### src/rtl/cpu_pkg.sv
// Shared definitions for the accumulator computer control path: opcodes,
// ALU selects, controller states and the micro-operation strobe bundle.
package cpu_pkg;

  localparam int unsigned OP_AND = 0;
  localparam int unsigned OP_ADD = 1;
  localparam int unsigned OP_LDA = 2;
  localparam int unsigned OP_STA = 3;
  localparam int unsigned OP_BUN = 4;
  localparam int unsigned OP_NOP = 5;
  localparam int unsigned OP_RSV = 6;
  localparam int unsigned OP_HLT = 7;

  localparam logic [1:0] ALU_AND  = 2'b00;
  localparam logic [1:0] ALU_ADD  = 2'b01;
  localparam logic [1:0] ALU_PASS = 2'b10;

  localparam logic PH_FETCH = 1'b0;
  localparam logic PH_EXEC  = 1'b1;

  typedef enum logic [1:0] {
    HALT   = 2'd0,
    START  = 2'd1,
    RUN    = 2'd2,
    RESYNC = 2'd3
  } ctrl_state_t;

  typedef struct packed {
    logic       ar_ld_pc;
    logic       ar_ld_ir;
    logic       ar_ld_mem;
    logic       ir_ld;
    logic       pc_inc;
    logic       pc_ld_ar;
    logic       mem_rd;
    logic       mem_wr;
    logic       dr_ld;
    logic       ac_ld;
    logic [1:0] alu_op;
  } uop_t;

  localparam int UOP_W = $bits(uop_t);

endpackage

### src/rtl/uop_decode.sv
// Purely combinational micro-operation decoder: (phase, T, opcode, indirect)
// to the strobe bundle. Gating against the controller state happens upstream.
module uop_decode
  import cpu_pkg::*;
#(
  parameter int OPW = 3
) (
  input  logic             phase,
  input  logic [1:0]       t,
  input  logic [OPW-1:0]   ir_op,
  input  logic             ir_i,
  output logic [UOP_W-1:0] uop
);

  uop_t u;

  always_comb begin
    u = '0;
    if (phase == PH_FETCH) begin
      case (t)
        2'd0: u.ar_ld_pc = 1'b1;
        2'd1: begin
          u.mem_rd = 1'b1;
          u.ir_ld  = 1'b1;
          u.pc_inc = 1'b1;
        end
        2'd2: u.ar_ld_ir = 1'b1;
        default: begin
          // Indirect cycle replaces AR with the pointer read from memory
          u.mem_rd    = ir_i;
          u.ar_ld_mem = ir_i;
        end
      endcase
    end else if (t == 2'd0) begin
      case (ir_op)
        OPW'(OP_AND), OPW'(OP_ADD), OPW'(OP_LDA): begin
          u.mem_rd = 1'b1;
          u.dr_ld  = 1'b1;
        end
        OPW'(OP_STA): u.mem_wr   = 1'b1;
        OPW'(OP_BUN): u.pc_ld_ar = 1'b1;
        OPW'(OP_NOP), OPW'(OP_RSV), OPW'(OP_HLT): ;
        default: ;
      endcase
    end else if (t == 2'd1) begin
      case (ir_op)
        OPW'(OP_AND): begin
          u.ac_ld  = 1'b1;
          u.alu_op = ALU_AND;
        end
        OPW'(OP_ADD): begin
          u.ac_ld  = 1'b1;
          u.alu_op = ALU_ADD;
        end
        OPW'(OP_LDA): begin
          u.ac_ld  = 1'b1;
          u.alu_op = ALU_PASS;
        end
        default: ;
      endcase
    end
  end

  assign uop = u;

endmodule

### src/rtl/instr_cycle_ctrl.sv
// Instruction-cycle sequencer: drives the sequence counter enable, tracks the
// expected timing state and emits micro-op strobes only while in lock-step.
module instr_cycle_ctrl
  import cpu_pkg::*;
#(
  parameter int OPW = 3
) (
  input  logic           clk,
  input  logic           rst,
  input  logic [1:0]     T,
  input  logic           run,
  input  logic [OPW-1:0] ir_op,
  input  logic           ir_i,
  output logic           sc_e,
  output logic           phase,
  output logic           ar_ld_pc,
  output logic           ar_ld_ir,
  output logic           ar_ld_mem,
  output logic           ir_ld,
  output logic           pc_inc,
  output logic           pc_ld_ar,
  output logic           mem_rd,
  output logic           mem_wr,
  output logic           dr_ld,
  output logic           ac_ld,
  output logic [1:0]     alu_op,
  output logic           halted,
  output logic           sync_err
);

  ctrl_state_t state_reg, state_next;
  logic        phase_reg, phase_next;
  logic [1:0]  t_exp_reg, t_exp_next;
  logic        sync_err_reg, sync_err_next;

  logic             t_match;
  logic             hlt_dec;
  logic [UOP_W-1:0] uop_bits;
  uop_t             uop_dec;
  uop_t             uop_out;

  assign t_match = (T == t_exp_reg);
  assign hlt_dec = (phase_reg == PH_EXEC) && (t_exp_reg == 2'd0) &&
                   (ir_op == OPW'(OP_HLT));

  uop_decode #(
    .OPW(OPW)
  ) u_decode (
    .phase(phase_reg),
    .t    (T),
    .ir_op(ir_op),
    .ir_i (ir_i),
    .uop  (uop_bits)
  );

  assign uop_dec = uop_t'(uop_bits);

  always_ff @(posedge clk) begin
    if (!rst) begin
      state_reg    <= HALT;
      phase_reg    <= PH_FETCH;
      t_exp_reg    <= 2'd0;
      sync_err_reg <= 1'b0;
    end else begin
      state_reg    <= state_next;
      phase_reg    <= phase_next;
      t_exp_reg    <= t_exp_next;
      sync_err_reg <= sync_err_next;
    end
  end

  always_comb begin
    state_next    = state_reg;
    phase_next    = phase_reg;
    t_exp_next    = t_exp_reg;
    sync_err_next = sync_err_reg;
    case (state_reg)
      HALT: begin
        if (run) state_next = START;
      end
      START: begin
        // The counter sees E fall on this edge and restarts at T=0
        state_next = RUN;
        phase_next = PH_FETCH;
        t_exp_next = 2'd0;
      end
      RUN: begin
        // A lost step outranks HLT: the opcode cannot be trusted off-sync
        if (!t_match) begin
          state_next    = RESYNC;
          sync_err_next = 1'b1;
          phase_next    = PH_FETCH;
          t_exp_next    = 2'd0;
        end else if (hlt_dec) begin
          state_next = HALT;
          phase_next = PH_FETCH;
          t_exp_next = 2'd0;
        end else begin
          t_exp_next = t_exp_reg + 2'd1;
          if (t_exp_reg == 2'd3) phase_next = ~phase_reg;
        end
      end
      RESYNC: begin
        state_next = START;
      end
      default: begin
        state_next = HALT;
      end
    endcase
  end

  always_comb begin
    sc_e    = 1'b1;
    halted  = 1'b0;
    uop_out = '0;
    case (state_reg)
      HALT:   halted = 1'b1;
      START:  sc_e = 1'b0;
      RUN: begin
        sc_e = 1'b0;
        // Reset wins in its own cycle so an aborted instruction writes nothing
        if (t_match && rst) uop_out = uop_dec;
      end
      RESYNC: sc_e = 1'b1;
      default: halted = 1'b1;
    endcase
  end

  assign phase     = phase_reg;
  assign sync_err  = sync_err_reg;
  assign ar_ld_pc  = uop_out.ar_ld_pc;
  assign ar_ld_ir  = uop_out.ar_ld_ir;
  assign ar_ld_mem = uop_out.ar_ld_mem;
  assign ir_ld     = uop_out.ir_ld;
  assign pc_inc    = uop_out.pc_inc;
  assign pc_ld_ar  = uop_out.pc_ld_ar;
  assign mem_rd    = uop_out.mem_rd;
  assign mem_wr    = uop_out.mem_wr;
  assign dr_ld     = uop_out.dr_ld;
  assign ac_ld     = uop_out.ac_ld;
  assign alu_op    = uop_out.alu_op;

endmodule
### config.mk
export PLATFORM = sky130hd
export DESIGN_NAME = instr_cycle_ctrl
export DESIGN_NICKNAME = d
export VERILOG_FILES = /design/src/rtl/cpu_pkg.sv /design/src/rtl/uop_decode.sv /design/src/rtl/instr_cycle_ctrl.sv
export SDC_FILE = /design/constraint.sdc
export NUM_CORES = 1
export LEC_CHECK = 0
export ABC_AREA = 0
export BUFFER_PORTS_ARGS = -buffer_cell sky130_fd_sc_hd__buf_2
export CAP_MARGIN = 40
export CORE_AREA = 8 8 45 47
export DETAILED_ROUTE_END_ITERATION = 16
export DIE_AREA = 0 0 53 55
export PLACE_DENSITY = 0.7
export SLEW_MARGIN = 40
export SYNTH_ARGS = -nofsm -noshare
export SYNTH_HDL_FRONTEND = slang
export SYNTH_SLANG_ARGS = --single-unit
### constraint.sdc
create_clock -name clk -period 1.95 [get_ports clk]
set_input_delay 0.39 -clock clk [delete_from_list [all_inputs] [get_ports clk]]
set_output_delay 0.39 -clock clk [all_outputs]
set_load 0.05 [all_outputs]
==> metrics.md <==
| Metric | Value |
|---|---|
| Leading area contributor after synthesis | dfxtp_1 |
| MaxCap Viol Count | 0 |
| Setup crit start kind | flip-flop |
| Netlist cell types | 26 |
| Placed Instances | ~120 |
| Switching share of power | 38.5% |
| Crit-path cells | inv_2 > ha_4 > inv_2 > nor2_4 > nand4_1 > buf_6 > nor3b_4 > buf_6 |
| Largest net degree at the start of global routing | 9 |
| Minimum hold slack | 468 ps |
| Critical path endpoint category | output port |
| DP HPWL | 1300 um |
| Fraction of the mapped netlist area in adder cells | 11.4% |
| Nets@finish | 122 |
| CP max FO | 4 |
| Sequential fraction of the synthesis area | 21.9% |
| CP Data Required Time | 1560 ps |
| Vias per cell | 5.15 |
| DIE HEIGHT | between 50 and 60 um |
| Fillcell total | 111 |
| DR iter-0 viols | 10 |
| Critical Path Max Stage Delay | 320 ps |
| Final GP Congestion | 0.783 |
| Cell Area, Synth | 548 um^2 |
| Ports | 25 |
| Clk buf depth | 2 |
| Final WS setup | -26.8 ps |
| Post-layout min period | between 1500 and 2000 ps |
| Via count | 634 |
| Final ANT Viol Nets | 0 |
| VDD IR max | 0.000426 V |
| Slowest stage cell, crit path | dfxtp_2 |
| RSZ-0062 raised after global routing | yes |
| Sequential share of power | 30.9% |
| Ant. Diodes | 0 |
| Share of the synthesized area in the top cell type | 21.9% |
| Area taken by multi-input logic gates | slightly below 500 um^2 |
| Grt ovf | 0 |
| Yosys warnings | 0 |
| Slew headroom | between 70 and 80% |
| Proportion of synthesized area in mux cells | 1.83% |
| Total global-route track usage | 11.9% |
| Storage element area | 130 um^2 |
| Worst-Skew Late Latency | between 200 and 300 ps |
| Final period util | 101% |
| Total clock sinks | 6 |
| Antenna violations before repair | 0 |
| Total routed wirelength | 1630 um |
| Synthesized area per cell | ~7.6 um^2 |
| Max Slew Vio Count | 0 |
| # DRC | 0 |
| Wire per inst | between 10 and 15 um |
| Simple-Gate Fraction of Synth Area | 38.4% |
| Violated checks | setup timing |
| Worst-margin pin slew | 325 ps |
| Crit path arrival time | about 1600 ps |
| H-Tree Level Count | 1 |
| Critical path class | reg -> out |
| Drt first pass iters | 4 |
| F_max | around 510 MHz |
| Number of global-route vias before repair | 631 |
| Cts hold-fix bufs | 0 |
| Die Width | 53 um |
| Placeable Area | 1380 um^2 |
| Die area | 2920 um^2 |
| PortBufs | 24 |
| Internal | 266 uW |
| Num CTS Buffers | 3 |
| Combinational Power Share | around two fifths |
| Global-route wire length before repair | 2620 um |
| Switching power | 166 uW |
| Status | finished with violations |
| Final hold vios | 0 |
| Layout area overhead | 70.1% |
| Clk network pwr share | between 20% and 30% |
| Leakage | roughly 0.00039 uW |
| Rows | 14 |
| TritonCTS clock tree | yes |
| Synth area leaders | dfxtp_1 22%, ha_1 11%, nand2_1 7.5% |
| Final setup fails | 2 |
| Max Clock Skew | 6.60 ps |
| Cell Count, Final, Fillers Out | 123 |
| Compound-Gate Fraction of Synth Area | 12.3% |
| Reg clk slew, reported paths | 50 ps |
| Xor/xnor cell area share of the yosys netlist | 5.94% |
| Main combinational cell family by area after synthesis | simple AND/OR/NAND/NOR gates |
| CTS root buffer | clkbuf_4 |
| #FFs+latches synth | 6 |
| Power density cells | 464 nW/um^2 |
| Fraction of layout cells with a size suffix above 1 | a little under three fifths |
| Hold Path Class | reg -> reg |
| Post-Synthesis Cells | 72 |
| Post-Syn Nets | 86 |
| Initial core utilization | 39.6% |
synthesized netlist by cell type, drive strengths merged:
cell,n
nand2,11
a21oi,4
nor3b,2
and2,1
inv,7
o32ai,1
nand4b,2
nor2b,2
o22ai,1
dfxtp,6
mux2i,1
nor2,11
nor4,1
xor2,2
nor3,4
buf,2
o211ai,1
nand4,5
a31oi,1
o21a,1
nand3,1
ha,5
area by class of cell:
cell class                 instances  area share (%)
multi-input combinational         57            52.6
timing repair buffer              33            25.6
sequential                         6            14.0
clock buffer                       4            2.82
inverter                           7            2.82
tap                               16            2.15
per-stage QoR:
step	power, uW	TNS, ps	setup WS [ps]	utilization (%)	instance area, um^2
after global placement	296	-4.66	-2.69	59.1	818
after detailed placement	298	-96.6	-49.8	59.1	818
after CTS	437	-35.6	-18.7	65.0	900
after floorplan	253	-379	-124	-	649
final	432	-29.2	-26.8	67.4	932
after global routing	463	-327	-121	67.4	932
per-layer routing:
layer	up-vias	track usage, %	share of wire, %
li1	318	-	-
met1	296	13.7	40
met2	18	20.7	52
met3	2	3.21	7.4
met4	0	3.88	0.86
met5	-	0	0
kinds of logic (layout without fill, tap and decap cells):
kind of cell | count (synthesis) | after routing
XOR/XNOR | 2 | 2
flip-flops | 6 | 6
buffers and inverters | 9 | 44
multiplexers | 1 | 1
AND/OR/NAND/NOR | 40 | 40
AO/OA/AOI/OAI | 9 | 9
adder cells (fa/ha/maj) | 5 | 5
what timing repair did:
item,CTS,global route
buffers inserted,0,1
hold endpoints to repair,0,0
pin swaps,7,0
cloned,0,0
endpoints found under the setup margin,12,10
resized for setup,19,12
power groups by stage:
| stage | logic, uW | clock network, uW | registers (uW) |
|---|---|---|---|
| 6_report | 172 | 126 | 134 |
| 5_1_grt | 186 | 142 | 134 |
| 4_1_cts | 169 | 134 | 134 |
| 3_5_place_dp | 163 | 0 | 135 |
| 3_3_place_gp | 162 | 0 | 134 |
| 2_1_floorplan | 115 | 0 | 137 |
path summary, 6_finish.rpt:
| check | end | startpoint | cells after the start | slack, ps |
|---|---|---|---|---|
| setup / recovery | alu_op[1] | state_reg[0] | 8 | -30 |
| hold / removal | sync_err | sync_err | 2 | 470 |
| setup reg to reg | state_reg[0] | state_reg[0] | 7 | 520 |
| hold reg to reg | sync_err | sync_err | 2 | 470 |
worst max-delay path, delay by kind of cell, from the launching register on:
family	cells	cell delay [ps]
adders and majority gates	1	130
buffers and inverters	4	480
DFF	1	320
and+or+nand+nor	3	420
layout by cell type, fill, tap and decap left out:
cell type / count
and2_1: 1
mux2i_1: 1
nor3_4: 1
nor2b_1: 2
xor2_2: 1
a21oi_2: 1
nor2_1: 4
nand4_1: 5
clkbuf_4: 3
xor2_4: 1
dfxtp_4: 2
o21a_1: 1
buf_2: 14
o32ai_2: 1
dfxtp_1: 2
a21oi_1: 3
o22ai_2: 1
clkbuf_1: 1
nor4_4: 1
buf_4: 12
ha_4: 1
nand2_1: 11
nand4b_1: 2
inv_2: 2
buf_6: 7
nor3b_4: 2
inv_1: 5
nor2_4: 3
o211ai_1: 1
nor3_2: 2
dfxtp_2: 2
a31oi_1: 1
nor3_1: 1
nor2_2: 4
ha_1: 4
nand3_1: 1
Note: power is estimated with default switching activity, not from simulation.
